[config.mk]
export PLATFORM = sky130hd
export DESIGN_NAME = systolic_feeder
export DESIGN_NICKNAME = d
export VERILOG_FILES = /design/src/rtl/systolic_feeder.sv
export SDC_FILE = /design/constraint.sdc
export NUM_CORES = 1
export LEC_CHECK = 0
export BUFFER_PORTS_ARGS = -buffer_cell sky130_fd_sc_hd__buf_4
export CORE_AREA = 4 4 303 305
export DETAILED_ROUTE_END_ITERATION = 16
export DIE_AREA = 0 0 307 309
export PLACE_DENSITY_LB_ADDON = 0.05
export REMOVE_ABC_BUFFERS = 1
export SETUP_SLACK_MARGIN = 0.05
export SLEW_MARGIN = 20
export SYNTH_ARGS = -nofsm -noshare
export SYNTH_HDL_FRONTEND = slang
export SYNTH_SLANG_ARGS = --single-unit
[constraint.sdc]
create_clock -name clk -period 7.7 [get_ports clk]
set_input_delay 1.925 -clock clk [delete_from_list [all_inputs] [get_ports clk]]
set_output_delay 1.925 -clock clk [all_outputs]
set_load 0.01 [all_outputs]
[src/rtl/systolic_feeder.sv]
// Front end for an NxN systolic multiply grid: latches operands, clears the array,
// streams diagonally skewed rows/columns into its edges, then holds the captured result.
module systolic_feeder #(
   parameter int MATRIX_SIZE = 3,
   parameter int DATA_WIDTH  = 8,
   parameter int ACC_WIDTH   = 32
) (
   input  logic                                                   clk,
   input  logic                                                   rst,
   input  logic                                                   start_valid,
   output logic                                                   start_ready,
   input  logic [MATRIX_SIZE-1:0][MATRIX_SIZE-1:0][DATA_WIDTH-1:0] a_mat,
   input  logic [MATRIX_SIZE-1:0][MATRIX_SIZE-1:0][DATA_WIDTH-1:0] b_mat,
   output logic                                                   arr_clr,
   output logic                                                   arr_en,
   output logic [MATRIX_SIZE-1:0][DATA_WIDTH-1:0]                 arr_left,
   output logic [MATRIX_SIZE-1:0][DATA_WIDTH-1:0]                 arr_top,
   input  logic [MATRIX_SIZE-1:0][MATRIX_SIZE-1:0][ACC_WIDTH-1:0]  arr_acc,
   output logic                                                   res_valid,
   input  logic                                                   res_ready,
   output logic [MATRIX_SIZE-1:0][MATRIX_SIZE-1:0][ACC_WIDTH-1:0]  res_data,
   output logic                                                   busy
);

   localparam int N        = MATRIX_SIZE;
   localparam int FEED_LEN = 3 * N - 2;
   localparam int TW       = $clog2(FEED_LEN + 1);
   localparam logic [TW-1:0] T_LAST = TW'(FEED_LEN - 1);

   typedef enum logic [2:0] {
      IDLE    = 3'd0,
      CLEAR   = 3'd1,
      FEED    = 3'd2,
      CAPTURE = 3'd3,
      HOLD    = 3'd4
   } state_t;

   state_t          state_q, state_d;
   logic [TW-1:0]   t_q, t_d;
   logic [N-1:0][N-1:0][DATA_WIDTH-1:0] a_q, b_q;
   logic [N-1:0][N-1:0][ACC_WIDTH-1:0]  res_q;

   always_ff @(posedge clk or negedge rst) begin
      if (!rst) begin
         state_q <= IDLE;
         t_q     <= '0;
         a_q     <= '0;
         b_q     <= '0;
         res_q   <= '0;
      end else begin
         state_q <= state_d;
         t_q     <= t_d;
         if (state_q == IDLE && start_valid) begin
            a_q <= a_mat;
            b_q <= b_mat;
         end
         if (state_q == CAPTURE) begin
            res_q <= arr_acc;
         end
      end
   end

   always_comb begin
      state_d = state_q;
      t_d     = t_q;
      case (state_q)
         IDLE:    if (start_valid) state_d = CLEAR;
         CLEAR: begin
            state_d = FEED;
            t_d     = '0;
         end
         FEED: begin
            if (t_q == T_LAST) begin
               state_d = CAPTURE;
               t_d     = '0;
            end else begin
               t_d = t_q + 1'b1;
            end
         end
         CAPTURE: state_d = HOLD;
         HOLD:    if (res_ready) state_d = IDLE;
         default: begin
            state_d = IDLE;
            t_d     = '0;
         end
      endcase
   end

   assign start_ready = (state_q == IDLE);
   assign busy        = (state_q != IDLE);
   assign arr_clr     = (state_q == CLEAR);
   assign arr_en      = (state_q == FEED);
   assign res_valid   = (state_q == HOLD);
   assign res_data    = res_q;

   // Edge lane gi carries element k of its row/column when t == gi + k; zero elsewhere.
   genvar gi;
   generate
      for (gi = 0; gi < N; gi++) begin : g_edge
         logic [DATA_WIDTH-1:0] left_v, top_v;
         always_comb begin
            left_v = '0;
            top_v  = '0;
            if (state_q == FEED) begin
               for (int k = 0; k < N; k++) begin
                  if (t_q == TW'(gi + k)) begin
                     left_v = a_q[gi][k];
                     top_v  = b_q[k][gi];
                  end
               end
            end
         end
         assign arr_left[gi] = left_v;
         assign arr_top[gi]  = top_v;
      end
   endgenerate

endmodule
* Yosys cells after proc, flatten, opt, wreduce, memory -nomap -nowiden
Index checks and enable logic that the tools add are counted.
** Word-level totals
- Bits in registers :: 438
- Input port bits :: 436
** Operators by class
- $add $sub $neg :: 1
- Eq/ne operators :: 12
- Mux-type cells :: 30
- Reductions and logical operators :: 6
** Operator list (count)
- $mux 8 :: 24
- $pmux 3 s5 :: 1
- $eq 3x2->1 const B :: 4
- $mux 3 :: 4
- $eq 3x3->1 const B :: 3
- $eq 3x1->1 const B :: 2
- $logic_not 3->1 :: 2
- $pmux 3 s2 :: 1
- $ne 2x1->1 const B :: 2
- $add 3x1->3 const B :: 1
- $reduce_and 3->1 :: 1
- $reduce_bool 3->1 :: 1
- $reduce_or 3->1 :: 1
- $ne 2x2->1 const B :: 1
- $logic_and 1x1->1 :: 1

* Logic depth before layout (Yosys ltp)
Gate-level depths: netlist (run 1).
- Word-level depth :: 5
- Depth in mapped cells :: 10
- Mapped depth without buffers :: 5

* Worst setup path before layout (run 1)
OpenSTA, ideal clock, no wires.
- Path type :: reg2out
- Start point :: register t_q[0]
- End point :: output port arr_left[16] (netlist name)
- Cell stages (with the launch flop) :: 11
- Setup slack :: 3.163 ns
- Path buffers :: 5
- Arrival time :: 2.612 ns
- Data required time :: 5.775 ns
- Cell sequence :: dfrtp_1 -> buf_2 -> clkbuf_1 -> clkbuf_1 -> and2_1 -> ha_1 -> clkbuf_1 -> nor4b_2 -> clkbuf_1 -> a221oi_1 -> nor3_1
** RTL lines
- start, declared :: line 39 : logic [TW-1:0] t_q, t_d;
- start signal, assigned :: line 52 : t_q <= t_d;
- end, declared :: line 16 : output logic [MATRIX_SIZE-1:0][DATA_WIDTH-1:0] arr_left,

==> results.txt, run 1 <==
outcome -> completed
first-pass GRT wire length -> 105500 microns
root buf cell -> clkbuf_16
share of layout cells above drive strength 1 -> 68.46%
grt total ovfl -> 0
top fanout value on the critical path -> 57
pin count of the biggest net entering global routing -> 165
Max-Cap Viols -> 0
Inserted Clock Buffers -> 57
Worst-Margin Slew -> 1.124 ns
I/O pin cnt -> 777
Startpoint Class -> register
Hold Fails Final Rpt -> 0
setup tns final -> 0 ns
RSZ-0062 raised after global routing -> false
top_reg_cell synth -> dfrtp_1
Post-Syn Instances -> 1135
Final Worst Setup Slack -> 1.963 ns
number of synthesized flops with an enable pin -> 0
CTS Buffer Depth -> 3
CP Capture Type -> primary output
H-tree Lvls -> 2
Cell variety after synth -> 35
CP required -> 5.78 ns
most frequent cell after synthesis -> dfrtp_1
CTS tree -> done
Final setup viols -> 0
DP Worst Slack -> 2.480 ns
critical path arrival -> 3.81 ns
Slew Limit Headroom -> 25.08%
Setup CP Type -> register to primary output
min Tclk post-route -> 5.737 ns
Commonest cells post-synth -> dfrtp_1, mux2_2, buf_2
clock sink total -> 438
Yosys warning count -> 0
Avg Cell Area, Syn -> 15.46 sq um
Die W -> 307 microns
DRC -> 0
Final Max Slew Viols -> 0
die area -> 94860 sq um
Seq/Total Area, Yosys -> 62.45%
Async SR Flop Fraction -> 100.0%
die height -> 309 microns
initial antenna violation count -> 19
Worst Setup SP -> t_q[0]
Filler Cells Inserted -> 9154
row cnt -> 110
1st-iter DRT viols -> 449
flops & latches, synth -> 438
maximum vdd drop -> 0.0001971 V
Vias/cell -> 4.035
power per cell area -> 441.4 nW/um^2
starting density of the core -> 19.65%
postcts setup bufs -> 0
Post-DRT Antenna Nets -> 0
clock slew at reported path FFs -> 0.06 ns
core area -> 89320 sq um
cell taking the most area after synthesis -> dfrtp_1
GRT Total Usage -> 15.38%
Leak -> 0.01207 uW
fin crit share -> 74.50%
Area Growth Syn to Fin -> 51.61%
post-CTS sizing -> 0
IO buf count -> 776
DR vias -> 12680
wire per inst -> 24.18 microns
share of Yosys cell area claimed by the top area cell type -> 62.45%
HP Class -> register to register
HPWL Detailed -> 57450 microns
synth top area cells -> dfrtp_1, mux2_2, buf_2
routability cong. -> 0.7775
final wirelength -> 75970 microns
Clock Latency Late Sink -> 0.62 ns
# nets final -> 2344
Final Skew -> 0.02352 ns
hold path startpoint -> res_data[14]
Peak Freq -> 174.3 MHz
RR Startpoint -> state_q[2]
mapped cell area -> 17550 sq um
count of hold-fix buffers inserted at cts -> 0
Detailed Routing Iterations Pass 1 -> 4
via count of the first global-routing pass -> 14210
## metal layers
layer	routed length, microns	up-vias	part of all wire (%)	global-route usage (%)
li1	-	5687	-	-
met1	26020	6427	34	15.69
met2	40700	447	54	28.67
met3	7539	100	9.9	7.031
met4	1594	16	2.1	3.684
met5	110	-	0.14	0
## metrics by stage
stage / util [%] / std cells / hold WS (ns) / cell area [sq um] / total power, uW
3_3_place_gp: 27.57 / 3023 / 0.4839 / 24630 / 9189
5_1_grt: 29.77 / 3135 / 0.5107 / 26590 / 12500
2_1_floorplan: - / 1055 / 0.4730 / 17160 / 6745
4_1_cts: 29.73 / 3131 / 0.5046 / 26560 / 12040
3_5_place_dp: 27.57 / 3023 / 0.4883 / 24630 / 9196
6_report: 29.79 / 3142 / 0.5018 / 26610 / 11750
## cells in the final DEF (no fill, tap or decap), drive strengths merged, types with 4 or more instances in the layout
| cell | netlist | final |
|---|---|---|
| clkbuf | 24 | 89 |
| a211oi | 32 | 32 |
| a22oi | 16 | 16 |
| clkinv | 0 | 14 |
| o21bai | 16 | 16 |
| nor2 | 18 | 18 |
| buf | 56 | 793 |
| a221oi | 16 | 16 |
| inv | 5 | 7 |
| dfrtp | 438 | 438 |
| nand2 | 4 | 4 |
| mux2 | 432 | 432 |
| nor3 | 18 | 18 |
| o2bb2ai | 17 | 17 |
| diode | 0 | 10 |
| nor2b | 19 | 19 |
## area by class of cell
cell class	instances	area (sq um)	share of cell area, %
inverters	5	18.77	0.07054
flip-flops and latches	438	10960	41.20
well taps	1176	1471	5.530
multi-input cells	612	6187	23.25
clock inverters	19	177.7	0.6677
clock buffers	89	1748	6.569
repair buffers	793	6018	22.62
diodes	10	25.02	0.09405
## where the power goes
part	internal (uW)	total [uW]	leakage (uW)	switching [uW]
Sequential	3490	4120	0.00521	628
Combinational	2620	4910	0.00590	2280
Clock	1620	2720	0.000960	1100
## final timing paths
path / end / slack (ns) / depth (start not counted)
max: arr_top[11] / 1.96 / 6
min: res_data[14] / 0.50 / 1
max reg2reg: res_data[119] / 4.54 / 4
min reg2reg: res_data[14] / 0.50 / 1
max in group asynchronous: res_data[26] / 5.01 / 2
min in group asynchronous: a_q[59] / 1.37 / 1
## critical path, stage by stage (launching register included)
cell       delay [ns]
dfrtp_2          0.33
buf_4            0.46
and2_1           0.21
ha_1             0.89
and2_1           0.92
o2bb2ai_1        0.20
buf_4            0.16
## registers in the layout, indices dropped and copies added, names as in the netlist
register and count:
t_q 3, b_q 72, a_q 72, state_q 3, res_data 288
## cells by family after synthesis
logic type,count (synthesis),synth area share (%)
muxes,432,27.72
and+or+nand+nor,74,2.353
buffers and inverters,85,2.360
DFF,438,62.45
adders and majority gates,1,0.07128
AOI/OAI and AO/OA,105,5.047
Power figures use the tool's default switching activity.
==> run 2, diff against run 1 <==
CORE_AREA = 4 4 302 304   (was 4 4 303 305)
DIE_AREA = 0 0 306 308   (was 0 0 307 309)
clock period = 5 ns   (was 7.7 ns; I/O delays follow)
==> results.txt, run 2 (same netlist as run 1, synthesis figures left out) <==
final wirelength -> 76190 microns (+0.29%)
max reg flops -> 288 (unchanged)
Max-Cap Viols -> 0 (unchanged)
Final Skew -> 0.03108 ns (+0.007562 ns)
count of hold-fix buffers inserted at cts -> 0 (unchanged)
CTS tree -> done
CTS Buffer Depth -> 3 (unchanged)
Clock Latency Late Sink -> 0.62 ns (about the same)
Die W -> 306 microns (-0.33%)
maximum vdd drop -> 0.0002554 V (+30%)
Area Growth Syn to Fin -> 51.09%
Worst-Margin Slew -> 1.104 ns (-0.01962 ns)
pin count of the biggest net entering global routing -> 169 (+2.4%)
die area -> 94250 sq um (-0.65%)
1st-iter DRT viols -> 478 (+6.5%)
Final Max Slew Viols -> 0 (unchanged)
Post-Layout Cell Count -> 3132 (-0.32%)
H-tree Lvls -> 2 (unchanged)
RSZ-0062 raised after global routing -> false
CP max stage cell -> and2_1
CP required -> 3.75 ns (-2.03 ns)
die height -> 308 microns (-0.32%)
clock sink total -> 438 (unchanged)
wire per inst -> 24.33 microns (+0.61%)
GRT Total Usage -> 15.53% (+0.15 points)
routability cong. -> 0.7781 (about the same)
Vias/cell -> 4.067 (+0.79%)
HPWL Detailed -> 58390 microns (+1.6%)
final core occ -> 30.05% (+0.26 points)
power per cell area -> 672.5 nW/um^2 (+52%)
# nets final -> 2345 (+0.043%)
Detailed Routing Iterations Pass 1 -> 4 (unchanged)
min Tclk post-route -> 4.523 ns
clock slew at reported path FFs -> 0.05 ns (about the same)
outcome -> completed
root buf cell -> clkbuf_16
Inserted Clock Buffers -> 56 (-1.8%)
Crit path max-delay family -> simple AND/OR/NAND/NOR gates
HP Class -> register to register
R2R Setup Slk -> 2.55 ns (-1.99 ns)
Leak -> 0.01202 uW (-0.47%)
DR vias -> 12740 (+0.47%)
core area -> 88240 sq um (-1.2%)
Slew Limit Headroom -> 26.39% (+1.3 points)
DRC -> 0 (unchanged)
IO buf count -> 776 (unchanged)
most frequent cells in the layout -> buf_4, dfrtp_1, mux2_2
share of layout cells above drive strength 1 -> 68.36% (-0.097 points)
row cnt -> 109 (-0.91%)
grt total ovfl -> 0 (unchanged)
Peak Freq -> 221.1 MHz
CP Buf/Inv Count -> 2 (unchanged)
Hold Fails Final Rpt -> 0 (unchanged)
postcts setup bufs -> 0 (unchanged)
most common cell after layout, fill and taps aside -> buf_4
top fanout value on the critical path -> 17 (-70%)
initial antenna violation count -> 24 (+5)
Post-Place Cells -> 3015 (-0.26%)
first-pass GRT wire length -> 106400 microns (+0.87%)
Startpoint Class -> register
Final setup viols -> 0 (unchanged)
CP Capture Type -> primary output
post-CTS sizing -> 0 (unchanged)
via count of the first global-routing pass -> 14120 (-0.64%)
critical path arrival -> 3.27 ns (-0.54 ns)
Setup CP Type -> register to primary output
fin crit share -> 90.45%
I/O pin cnt -> 777 (unchanged)
Pwr Total -> 17830 uW (+52%)
crit path cell chain -> nor2_1, nand2_1, inv_1, and2_1, o2bb2ai_1, buf_4
Critical Path Max Stage Delay -> 0.82 ns (-0.10 ns)
Post-DRT Antenna Nets -> 0 (unchanged)
starting density of the core -> 19.89% (+0.24 points)
-- run 2: cell count changes in the layout (fill, tap and decap cells not counted), sizes merged --
cell    before  now
buf        793  795
clkbuf      89   87
bufinv       2    0
clkinv      14   11
diode       10   17
inv          7    6
-- run 2: area by class of cell --
type | instances | area, sq um
diodes | 17 | 42.54
clock buffers | 87 | 1688
clock inverters | 13 | 107.6
fillers | 9040 | 61720
inverters | 5 | 18.77
multi-input cells | 612 | 6190
flip-flops and latches | 438 | 10960
well taps | 1165 | 1458
repair buffers | 795 | 6051
-- run 2: final timing paths --
kind	startpoint	end	cells after the start
max in group asynchronous	rst	t_q[0]	2
max reg2reg	state_q[2]	res_data[107]	3
min	b_q[2]	b_q[2]	1
min reg2reg	b_q[2]	b_q[2]	1
max	state_q[0]	arr_top[10]	6
min in group asynchronous	rst	res_data[76]	1
-- run 2: power breakdown --
group	internal, uW	switching (uW)	total, uW
clock network	2310	1630	3940
logic	4040	3430	7470
registers	5380	1040	6420
total	11700	6100	17800
-- run 2: through the flow --
step	hold slack, ns	setup TNS (ns)	cell area (sq um)	worst slack, ns
floorplan	0.4730	-967.05	17160	-3.170
detailed placement	0.4881	0	24680	0.9692
CTS	0.5006	0	26470	0.3045
global placement	0.4837	0	24680	1.017
global route	0.5117	0	26500	0.2000
finish	0.4997	0	26520	0.4775
-- run 2: worst register-to-register path, cell delays in order, from the launching register on --
cell and delay (ns):
dfrtp_1 0.47, and3b_4 0.57, buf_12 0.61, mux2_2 0.72
-- run 2: per-layer routing --
metal / up-vias / track usage [%] / wire [microns]
li1: 5701 / - / -
met1: 6447 / 15.33 / 25420
met2: 472 / 28.69 / 41160
met3: 103 / 7.347 / 7518
met4: 14 / 4.949 / 1995
met5: - / 0 / 96
==> run 3, diff against run 2 <==
MAX_ROUTING_LAYER = met4   (was default)
==> results.txt, run 3 (same netlist as run 1, synthesis figures left out) <==
placed cell area -> 24680 sq um (unchanged)
core area -> 88240 sq um (unchanged)
RR Startpoint -> state_q[2]
R2R Setup Slk -> 2.56 ns (about the same)
routability cong. -> 0.7888 (+1.4%)
R2R cell count -> 3 (unchanged)
# nets final -> 2345 (unchanged)
clock slew at reported path FFs -> 0.05 ns (about the same)
Worst-Margin Slew -> 1.098 ns (-0.005655 ns)
Clock Latency Late Sink -> 0.62 ns (about the same)
Detailed Routing Iterations Pass 1 -> 5 (+1)
starting density of the core -> 19.89% (unchanged)
Critical Path Max Stage Delay -> 0.82 ns (about the same)
crit path cell chain -> nor2_1, nand2_1, inv_1, and2_1, o2bb2ai_1, buf_4
Post-DRT Antenna Nets -> 0 (unchanged)
Final Skew -> 0.03495 ns (+0.003863 ns)
Area Growth Syn to Fin -> 51.19% (about the same)
Filler Cells Inserted -> 9043 (+0.033%)
H-tree Lvls -> 2 (unchanged)
CTS Buffer Depth -> 3 (unchanged)
clock sink total -> 438 (unchanged)
I/O pin cnt -> 777 (unchanged)
HP Class -> register to register
Final setup viols -> 0 (unchanged)
top fanout value on the critical path -> 17 (unchanged)
Setup CP Type -> register to primary output
postcts setup bufs -> 0 (unchanged)
Post-Layout Cell Count -> 3139 (+0.22%)
Max-Cap Viols -> 0 (unchanged)
die area -> 94250 sq um (unchanged)
grt total ovfl -> 0 (unchanged)
Die W -> 306 microns (unchanged)
Inserted Clock Buffers -> 56 (unchanged)
first-pass GRT wire length -> 106200 microns (-0.14%)
Final Max Slew Viols -> 0 (unchanged)
final core occ -> 30.07% (about the same)
most frequent cells in the layout -> buf_4, dfrtp_1, mux2_2
RSZ-0062 raised after global routing -> false
Worst Setup SP -> state_q[0]
CP max stage cell -> and2_1
pin count of the biggest net entering global routing -> 169 (unchanged)
outcome -> completed
DR vias -> 12700 (-0.33%)
count of hold-fix buffers inserted at cts -> 0 (unchanged)
setup tns final -> 0 ns (unchanged)
CTS tree -> done
CP Buf/Inv Count -> 2 (unchanged)
maximum vdd drop -> 0.0002567 V (+0.53%)
post-CTS sizing -> 0 (unchanged)
CP Capture Point -> arr_top[10]
instance count on the critical path -> 6 (unchanged)
Hold Fails Final Rpt -> 0 (unchanged)
final wirelength -> 76210 microns (about the same)
Startpoint Class -> register
Crit path max-delay family -> simple AND/OR/NAND/NOR gates
min Tclk post-route -> 4.510 ns (-0.01241 ns)
design area -> 26530 sq um (about the same)
share of layout cells above drive strength 1 -> 68.36% (unchanged)
1st-iter DRT viols -> 470 (-1.7%)
register area -> 10960 sq um (unchanged)
wire per inst -> 24.28 microns (-0.20%)
Vias/cell -> 4.044 (-0.55%)
die height -> 308 microns (unchanged)
row cnt -> 109 (unchanged)
Peak Freq -> 221.7 MHz (+0.28%)
fin crit share -> 90.20% (-0.25 points)
Worst Hold Depth -> 1 (unchanged)
initial antenna violation count -> 24 (unchanged)
Slew Limit Headroom -> 26.77% (+0.38 points)
max reg flops -> 288 (unchanged)
root buf cell -> clkbuf_16
area of the multi-input gates -> 6190 sq um (unchanged)
HPWL Detailed -> 58390 microns (unchanged)
DRC -> 0 (unchanged)
CP required -> 3.75 ns (about the same)
power per cell area -> 672.4 nW/um^2 (about the same)
Post-Place Cells -> 3015 (unchanged)
GRT Total Usage -> 16.00% (+0.47 points)
via count of the first global-routing pass -> 14130 (+0.042%)
reg2reg end -> res_data[145]
IO buf count -> 776 (unchanged)
CP Capture Type -> primary output
Leak -> 0.01202 uW (unchanged)
most common cell after layout, fill and taps aside -> buf_4
critical path arrival -> 3.26 ns (about the same)
run 3: cell types whose count changed in the layout (fill, tap and decap cells not counted), sizes merged:
| cell | change |
|---|---|
| diode | +7 |
run 3: layer usage:
metal	GRT usage [%]	share of wire, %	wire [microns]
met1	15.56	34	25760
met2	28.76	54	41340
met3	6.983	9.6	7332
met4	4.840	2.3	1778
met5	-	0	0
run 3: how the worst min path moves through the flow:
stage / to / startpoint
6_report: b_q[1] / b_q[1]
5_1_grt: a_q[69] / a_q[69]
4_1_cts: b_q[2] / b_q[2]
3_5_place_dp: b_q[2] / b_q[2]
3_3_place_gp: b_q[2] / b_q[2]
2_1_floorplan: a_q[0] / a_q[0]
run 3: power breakdown:
group / leakage [uW] / internal (uW) / switching, uW
clock: 0.000889 / 2310 / 1640
combinational: 0.00592 / 4040 / 3430
sequential: 0.00521 / 5380 / 1040
total: 0.0120 / 11700 / 6110
run 3: area by class of cell:
type                       count  area share, %
sequential                   438          41.31
clock inverter                13         0.4055
tap                         1165          5.493
timing repair buffer         795          22.80
inverter                       5        0.07073
clock buffer                  87          6.361
antenna                       24         0.2263
multi-input combinational    612          23.33
run 3: worst register-to-register path: cells and delay by family, from the launching register on:
family                 cells  cell delay [ns]
DFF                        1             0.47
buffers and inverters      1             0.62
and+or+nand+nor            1             0.56
muxes                      1             0.70
run 3: stage by stage:
stage,total power (uW),hold slack [ns],worst slack [ns]
finish,17840,0.4989,0.4899
detailed placement,14150,0.4881,0.9692
global route,18970,0.5117,0.2001
floorplan,10390,0.4730,-3.170
global placement,14150,0.4837,1.017
CTS,18270,0.5006,0.3045
